==> src/rtl/aurora_hls_nfc_pkg.sv <==
// Shared constants, FSM state encoding and helpers for the NFC arbiter.
package aurora_hls_nfc_pkg;

   localparam logic [15:0] NFC_XOFF = 16'hFFFF;
   localparam logic [15:0] NFC_XON  = 16'h0000;

   typedef enum logic [1:0] {
      RUN       = 2'd0,
      SEND_XOFF = 2'd1,
      HOLD      = 2'd2,
      SEND_XON  = 2'd3
   } nfc_state_e;

   // Increment that sticks at max_value instead of wrapping.
   // Callers cast their counter up to 64 bits and the result back down.
   function automatic logic [63:0] sat_inc(input logic [63:0] value,
                                           input logic [63:0] max_value);
      return (value == max_value) ? value : value + 64'd1;
   endfunction

endpackage

==> src/rtl/aurora_hls_nfc_req_latch.sv <==
// Per-requester pause wish with set/clear hysteresis: set on programmable-full,
// cleared on programmable-empty, held in between. Full dominates empty.
module aurora_hls_nfc_req_latch
   import aurora_hls_nfc_pkg::*;
(
   input  logic clk,
   input  logic rst,
   input  logic prog_full_i,
   input  logic prog_empty_i,
   output logic pause_o
);

   logic pause_q;
   logic pause_d;

   // Next pause wish: full sets, empty (without full) clears, else hold.
   always_comb begin
      pause_d = pause_q;
      if (prog_full_i) begin
         pause_d = 1'b1;
      end else if (prog_empty_i) begin
         pause_d = 1'b0;
      end
   end

   // Pause wish register.
   always_ff @(posedge clk) begin
      if (rst) begin
         pause_q <= 1'b0;
      end else begin
         pause_q <= pause_d;
      end
   end

   assign pause_o = pause_q;

endmodule

==> src/rtl/aurora_hls_nfc_arbiter.sv <==
// Merges per-requester FIFO pause wishes and a software force-pause into one
// link pause state and sequences XOFF/XON messages onto the Aurora NFC port,
// spacing messages by MIN_GAP cycles and keeping saturating statistics.
module aurora_hls_nfc_arbiter
   import aurora_hls_nfc_pkg::*;
#(
   parameter int NUM_REQ = 4,
   parameter int MIN_GAP = 8,
   parameter int CNT_W   = 32
) (
   input  logic               clk,
   input  logic               rst,
   input  logic [NUM_REQ-1:0] req_prog_full,
   input  logic [NUM_REQ-1:0] req_prog_empty,
   input  logic               force_pause,
   output logic               s_axi_nfc_tvalid,
   output logic [15:0]        s_axi_nfc_tdata,
   input  logic               s_axi_nfc_tready,
   output logic               paused,
   output logic [NUM_REQ-1:0] paused_mask,
   output logic [CNT_W-1:0]   xoff_count,
   output logic [CNT_W-1:0]   xon_count,
   output logic [CNT_W-1:0]   paused_cycles
);

   localparam int GAP_W = (MIN_GAP > 0) ? $clog2(MIN_GAP + 1) : 1;
   localparam logic [GAP_W-1:0] GAP_LOAD = GAP_W'(MIN_GAP);
   localparam logic [CNT_W-1:0] CNT_MAX  = '1;

   nfc_state_e         state_q, state_d;
   logic [GAP_W-1:0]   gap_q, gap_d;
   logic               tvalid_q, tvalid_d;
   logic [15:0]        tdata_q, tdata_d;
   logic               paused_q, paused_d;
   logic [CNT_W-1:0]   xoff_count_q, xoff_count_d;
   logic [CNT_W-1:0]   xon_count_q, xon_count_d;
   logic [CNT_W-1:0]   paused_cycles_q, paused_cycles_d;
   logic [NUM_REQ-1:0] mask;
   logic               want_pause;
   logic               xoff_accept;
   logic               xon_accept;

   // One hysteresis latch per requester.
   generate
      for (genvar gi = 0; gi < NUM_REQ; gi++) begin : g_req
         aurora_hls_nfc_req_latch u_latch (
            .clk          (clk),
            .rst          (rst),
            .prog_full_i  (req_prog_full[gi]),
            .prog_empty_i (req_prog_empty[gi]),
            .pause_o      (mask[gi])
         );
      end
   endgenerate

   assign want_pause  = (|mask) | force_pause;
   assign xoff_accept = (state_q == SEND_XOFF) && s_axi_nfc_tready;
   assign xon_accept  = (state_q == SEND_XON) && s_axi_nfc_tready;

   // Next state: sends are only left on acceptance; new decisions wait for the gap.
   always_comb begin
      state_d = state_q;
      unique case (state_q)
         RUN:       if (want_pause && gap_q == '0) state_d = SEND_XOFF;
         SEND_XOFF: if (s_axi_nfc_tready) state_d = HOLD;
         HOLD:      if (!want_pause && gap_q == '0) state_d = SEND_XON;
         SEND_XON:  if (s_axi_nfc_tready) state_d = RUN;
         default:   state_d = RUN;
      endcase
   end

   // Registered outputs decoded from the next state, plus gap and statistics.
   always_comb begin
      tvalid_d        = (state_d == SEND_XOFF) || (state_d == SEND_XON);
      tdata_d         = (state_d == SEND_XOFF) ? NFC_XOFF : NFC_XON;
      paused_d        = (state_d == HOLD) || (state_d == SEND_XON);
      gap_d           = gap_q;
      xoff_count_d    = xoff_count_q;
      xon_count_d     = xon_count_q;
      paused_cycles_d = paused_cycles_q;
      if (xoff_accept || xon_accept) begin
         gap_d = GAP_LOAD;
      end else if (gap_q != '0) begin
         gap_d = gap_q - GAP_W'(1);
      end
      if (xoff_accept) xoff_count_d = CNT_W'(sat_inc(64'(xoff_count_q), 64'(CNT_MAX)));
      if (xon_accept)  xon_count_d  = CNT_W'(sat_inc(64'(xon_count_q), 64'(CNT_MAX)));
      if (paused_q)    paused_cycles_d = CNT_W'(sat_inc(64'(paused_cycles_q), 64'(CNT_MAX)));
   end

   // State, output and counter registers.
   always_ff @(posedge clk) begin
      if (rst) begin
         state_q         <= RUN;
         gap_q           <= '0;
         tvalid_q        <= 1'b0;
         tdata_q         <= NFC_XON;
         paused_q        <= 1'b0;
         xoff_count_q    <= '0;
         xon_count_q     <= '0;
         paused_cycles_q <= '0;
      end else begin
         state_q         <= state_d;
         gap_q           <= gap_d;
         tvalid_q        <= tvalid_d;
         tdata_q         <= tdata_d;
         paused_q        <= paused_d;
         xoff_count_q    <= xoff_count_d;
         xon_count_q     <= xon_count_d;
         paused_cycles_q <= paused_cycles_d;
      end
   end

   assign s_axi_nfc_tvalid = tvalid_q;
   assign s_axi_nfc_tdata  = tdata_q;
   assign paused           = paused_q;
   assign paused_mask      = mask;
   assign xoff_count       = xoff_count_q;
   assign xon_count        = xon_count_q;
   assign paused_cycles    = paused_cycles_q;

endmodule

==> config.mk <==
export PLATFORM = sky130hd
export DESIGN_NAME = aurora_hls_nfc_arbiter
export DESIGN_NICKNAME = d
export VERILOG_FILES = /design/src/rtl/aurora_hls_nfc_pkg.sv /design/src/rtl/aurora_hls_nfc_req_latch.sv /design/src/rtl/aurora_hls_nfc_arbiter.sv
export SDC_FILE = /design/constraint.sdc
export NUM_CORES = 1
export LEC_CHECK = 0
export BUFFER_PORTS_ARGS = -buffer_cell sky130_fd_sc_hd__buf_2
export CAP_MARGIN = 20
export CORE_MARGIN = 2
export CORE_UTILIZATION = 49
export DETAILED_ROUTE_END_ITERATION = 6
export GPL_TIMING_DRIVEN = 1
export PLACE_DENSITY = 0.76
export SKIP_LAST_GASP = 1
export SLEW_MARGIN = 0
export SYNTH_ARGS = -nofsm -noshare
export SYNTH_HDL_FRONTEND = slang
export SYNTH_SLANG_ARGS = --single-unit
==> constraint.sdc <==
create_clock -name clk -period 2.1 [get_ports clk]
set_input_delay 0.21 -clock clk [delete_from_list [all_inputs] [get_ports clk]]
set_output_delay 0.21 -clock clk [all_outputs]
set_load 0.05 [all_outputs]
==> results of run 1 <==
[worst paths after layout]
| kind | startpoint | end | depth (start not counted) |
|---|---|---|---|
| max | paused_cycles[1] | paused_cycles[30] | 6 |
| min | req_prog_full[0] | g_req[0].u_latch.pause_o | 3 |
| max reg2reg | paused_cycles[1] | paused_cycles[30] | 6 |
| min reg2reg | paused_cycles[12] | paused_cycles[12] | 1 |
[area by class of cell]
| class | count | area [sq um] |
|---|---|---|
| well taps | 140 | 175.2 |
| clock buffers | 10 | 148.9 |
| repair buffers | 197 | 1176 |
| clock inverters | 6 | 83.83 |
| inverters | 18 | 67.56 |
| flip-flops and latches | 108 | 2357 |
| multi-input cells | 486 | 3161 |
| fillers | 859 | 3671 |
[worst max-delay path, stage by stage (launching register included)]
cell,delay (ns)
dfxtp_4,0.40
ha_4,0.13
inv_1,0.03
or4_4,0.54
or4_4,0.46
or3_1,0.33
a21oi_1,0.12
[sequential cells by signal, summed over array words and instances (netlist names)]
name and flops:
paused_cycles 32, xoff_count 32, xon_count 32, g_req.u_latch.pause_o 4
gap_q 4, state_q 2, paused 1, s_axi_nfc_tdata 1
[layout by cell type (no fill, tap or decap), types with 20 or more instances in the layout]
cell type / n
or3_1: 39
o31ai_1: 20
or4_1: 21
buf_4: 65
buf_2: 129
dfxtp_2: 42
dfxtp_1: 28
a21oi_1: 66
nand2_1: 39
nor2_1: 63
xnor2_1: 30
nand3_1: 37
nand4_1: 26
o21ai_0: 33
dfxtp_4: 38
[cell families after synthesis]
kind of cell	count (synthesis)	share of synthesized area, %
compound gates	146	15.83
buf+inv	66	6.207
flops	108	39.87
fa+ha+maj	5	1.154
simple gates	291	29.58
mux	7	1.384
xor+xnor	37	5.976
[per-stage QoR]
stage	area [sq um]	hold slack (ns)	cells	worst slack, ns	TNS [ns]
after CTS	6949	0.01462	954	0.001962	0
after detailed placement	6690	0.4286	938	-0.06519	-0.08427
after floorplan	5734	0.3274	660	-0.09753	-0.2958
after global placement	6690	0.4111	938	0.06440	0
final	7169	0.03333	965	0.007583	0
after global routing	7169	0.02182	965	-0.07886	-0.2647
[per-layer routing]
metal	track usage, %	vias up	share of wire [%]
li1	-	2744	-
met1	30.91	2648	45
met2	37.67	146	49
met3	4.244	15	5.0
met4	9.222	0	1.1
met5	0	-	0
[power breakdown]
part           leakage [nW]  internal [mW]  total (mW)  switching, mW
sequential            0.925           2.10        2.20          0.104
combinational          1.72          0.361        1.37           1.01
clock                 0.122          0.743        1.47          0.730
[what timing repair did]
action,in CTS,in global routing
cloned,0,2
setup buffers,0,9
setup endpoints to repair,10,48
gates resized for setup,6,30
pin swaps,0,13
==> impl_metrics.tcl, run 1 <==
set metrics [dict create \
    outcome "finished clean" \
    grt_max_degree 41 \
    hold_viol 0 \
    rsz0062_at_grt "true" \
    dp_hpwl_um 10250 \
    finalCriticalPeriod_ns 2.092 \
    grt_usage_pct 23.34 \
    clock_insertion_delay_worst_skew_ns 0.38 \
    avgSynthCellArea_sq_um 8.216 \
    synth-edff-count 0 \
    power_mw 5.048 \
    synth_flop_cell "dfxtp_1" \
    synth.most_common_cell "dfxtp_1" \
    r2r_slack_ns 0.008 \
    clk_pin_slew_ns 0.10 \
    fp.dieH_um 109.2 \
    ys_async_sr_fraction_pct 0 \
    cts_root_buffer "clkbuf_8" \
    critical_path_required_ns 2.41 \
    slew_headroom_pct 55.32 \
    netlist.area_leader.share_pct 39.87 \
    clkSinkCount 108 \
    die_area_sq_um 11920 \
    netlist_top_cells_count "dfxtp_1 (108), a21oi_1 (67), nor2_1 (63)" \
    drt-total-wl_um 14430 \
    ios 130 \
    grt_pass1_wl_um 22600 \
    finalMaxSlewViolations 0 \
    arrival_ns 2.40 \
    yosys_register_bits 108 \
    grt-ovfl-total 0 \
    synth_warnings 0 \
    place.port_buffers 129 \
    drive_above_1_share_pct 40.36 \
    cap_violations 0 \
    synth_area_sq_um 5423 \
    drt-pass1-iter-count 4 \
    htreeDepth 3 \
    critPathMaxFanout 6 \
    final_util_pct 66.14 \
    antenna_found_initial 0 \
    synth_nets 677 \
    die_w_um 109.2 \
    drt-wirelength-per-cell_um 14.95 \
    leakage_nw 2.767 \
    fmax_mhz 477.9 \
    synth_seq_area_share_pct 39.87 \
    cts_buffers 9 \
    synth.largest_area_cell "dfxtp_1" \
    synth.area.top_cells "dfxtp_1 (40%), a21oi_1 (6.2%), xnor2_1 (4.8%), or3_1 (4.5%), nor2_1 (4.4%)" \
    area_growth_pct 32.21 \
    grt_pass1_vias 4951 \
    vias 5553 \
    peakVddDrop_mv 0.7224 \
    antenna_left 0 \
    fin_nets 837 \
    path_class "reg -> reg" \
    hold_buffers 0 \
    cts_tree "done" \
    cp-end-kind "register" \
    synth_cell_type_count 48 \
    tightest_slew_ns 0.6650 \
    synthCells 660 \
    fin_crit_sh_pct 99.64 \
    initial_utilization_pct 50.02 \
    globalplace.congestion 0.8764 \
    viasPerCell 5.754 \
    min_path_type "in -> reg" \
    skew_ns 0.01173 \
    coreArea_sq_um 10840 \
    clk_path_buf_depth 2 \
    power.density_nw_per_um2 704.2 \
    antennaDiodeCount 0 \
    rows 38 \
    setup_viol 0 \
    start_kind "register" \
    drtIter0Drc 362 \
    drc 0 \
]
Power figures use the tool's default switching activity.
==> run 2, diff against run 1 <==
--- a/config.mk
+++ b/config.mk
@@ -12,6 +12,7 @@
 export DETAILED_ROUTE_END_ITERATION = 6
 export GPL_TIMING_DRIVEN = 1
 export PLACE_DENSITY = 0.76
+export SETUP_SLACK_MARGIN = 0.2
 export SKIP_LAST_GASP = 1
 export SLEW_MARGIN = 0
 export SYNTH_ARGS = -nofsm -noshare
==> run 2 against run 1 <==
Effect of this change: clock skew decreased by 0.0051 ns; via count increased by 9.1%; the flow now finishes with violations (negative setup slack); sequential power about the same; non-clock buffer count increased by 44.
==> impl_metrics.tcl, run 2 (synthesis gave the netlist of run 1 again) <==
set metrics [dict create \
    drt-wirelength-per-cell_um 16.81 \
    clk_pin_slew_ns 0.10 \
    finalCriticalPeriod_ns 2.108 \
    leakage_nw 3.110 \
    grt_max_degree 57 \
    mostFrequentLayoutCell "buf_2" \
    min_path_type "in -> reg" \
    endpoint "paused_cycles[30]" \
    violations "negative setup slack" \
    finalMaxSlewViolations 0 \
    area_growth_pct 47.25 \
    fmax_mhz 474.4 \
    setup_viol 1 \
    r2r_cells 7 \
    rr_endpoint "paused_cycles[30]" \
    die_area_sq_um 11920 \
    clk_path_buf_depth 2 \
    start_kind "register" \
    rsz0062_at_grt "true" \
    globalplace.congestion 0.8519 \
    coreArea_sq_um 10840 \
    hold_viol 0 \
    power_mw 4.946 \
    fillers 732 \
    grt_pass1_wl_um 24950 \
    viasPerCell 5.994 \
    instances_no_fill 1011 \
    dpl.cell_count 936 \
    rows 38 \
    die_w_um 109.2 \
    slew_headroom_pct 58.77 \
    outcome "finished with violations" \
    ff_latch_area_sq_um 2417 \
    arrival_ns 2.36 \
    htreeDepth 3 \
    antenna_left 0 \
    fin_ws_ns -0.007756 \
    r2r_slack_ns -0.008 \
    hold_buffers 0 \
    path_class "reg -> reg" \
    fin_nets 883 \
    cts_root_buffer "clkbuf_8" \
    grt_usage_pct 25.97 \
    cts_buffers 9 \
    fp.dieH_um 109.2 \
    cp-end-kind "register" \
    grt_pass1_vias 5331 \
    peakVddDrop_mv 0.8471 \
    drive_above_1_share_pct 49.71 \
    fin_setup_tns_ns -0.007756 \
    drt-total-wl_um 16990 \
    critical_path_required_ns 2.35 \
    tightest_slew_ns 0.6185 \
    power.density_nw_per_um2 619.4 \
    cp-startpoint "paused_cycles[1]" \
    place.port_buffers 129 \
    drtIter0Drc 489 \
    cap_violations 0 \
    dp_hpwl_um 10270 \
    cts_tree "done" \
    antennaDiodeCount 0 \
    skew_ns 0.006671 \
    clkSinkCount 108 \
    ios 130 \
    final_cell_mix "buf_2 (128), buf_4 (98), nor2_1 (60)" \
    critPathMaxFanout 6 \
    timing.rr.start "paused_cycles[1]" \
    initial_utilization_pct 50.02 \
    multiInputGateArea_sq_um 3555 \
    grt-ovfl-total 0 \
    fin_crit_sh_pct 100.4 \
    vias 6060 \
    antenna_found_initial 0 \
    clock_insertion_delay_worst_skew_ns 0.39 \
    drc 0 \
    drt-pass1-iter-count 7 \
]
## run 2: changes by cell type in the layout (fill, tap and decap cells not counted), sizes merged
cell	delta
a311o	+1
buf	+43
bufinv	-1
clkbuf	+1
inv	+1
nand2b	+1
## run 2: final cells by class
class                   count  area share [%]
multi-input cells         488           44.52
flip-flops and latches    108           30.27
repair buffers            241           19.68
well taps                 140           2.194
clock buffers              10           1.724
inverters                  18          0.8461
clock inverters             6          0.7678
## run 2: worst min path at each step
stage                      from                        to  slack [ns]  depth (start not counted)
2_1_floorplan  req_prog_full[0]  g_req[0].u_latch.pause_o        0.33                          2
3_3_place_gp   req_prog_full[1]  g_req[1].u_latch.pause_o        0.41                          3
3_5_place_dp   req_prog_full[1]  g_req[1].u_latch.pause_o        0.43                          3
4_1_cts        req_prog_full[1]  g_req[1].u_latch.pause_o       0.009                          3
5_1_grt        req_prog_full[3]  g_req[3].u_latch.pause_o        0.02                          3
6_report       req_prog_full[1]  g_req[1].u_latch.pause_o        0.02                          3
## run 2: what timing repair did
action	4_1_cts	5_1_grt
pin swaps	12	41
setup buffers	33	23
endpoints found under the setup margin	62	82
gates cloned	2	1
resized for setup	32	72
## run 2: critical path: stages (launching register included)
cell     delay (ns)
dfxtp_4        0.39
ha_4           0.14
inv_1          0.03
or4_4          0.52
or4_4          0.46
buf_4          0.16
o21ai_0        0.17
a21oi_1        0.11
## run 2: stage by stage
step | util, % | instance area [sq um] | hold WS (ns) | setup slack (ns)
floorplan | - | 5938 | 0.3274 | -0.09584
global placement | 63.19 | 6850 | 0.4119 | 0.01885
detailed placement | 63.19 | 6850 | 0.4267 | -0.02672
CTS | 68.71 | 7448 | 0.009014 | 0.05309
global route | 73.66 | 7985 | 0.02499 | -0.1063
finish | 73.66 | 7985 | 0.01952 | -0.007756
## run 2: power breakdown
part | switching, mW | total [mW] | internal [mW]
clock network | 0.749 | 1.33 | 0.584
logic | 1.03 | 1.43 | 0.404
registers | 0.109 | 2.18 | 2.07
## run 2: metal layers
layer | GRT usage, % | vias up | share of wire, %
met1 | 32.54 | 2922 | 41
met5 | 0 | - | 0
met4 | 10.49 | 0 | 2.5
met2 | 44.32 | 250 | 51
met3 | 4.363 | 43 | 5.9
li1 | - | 2845 | -
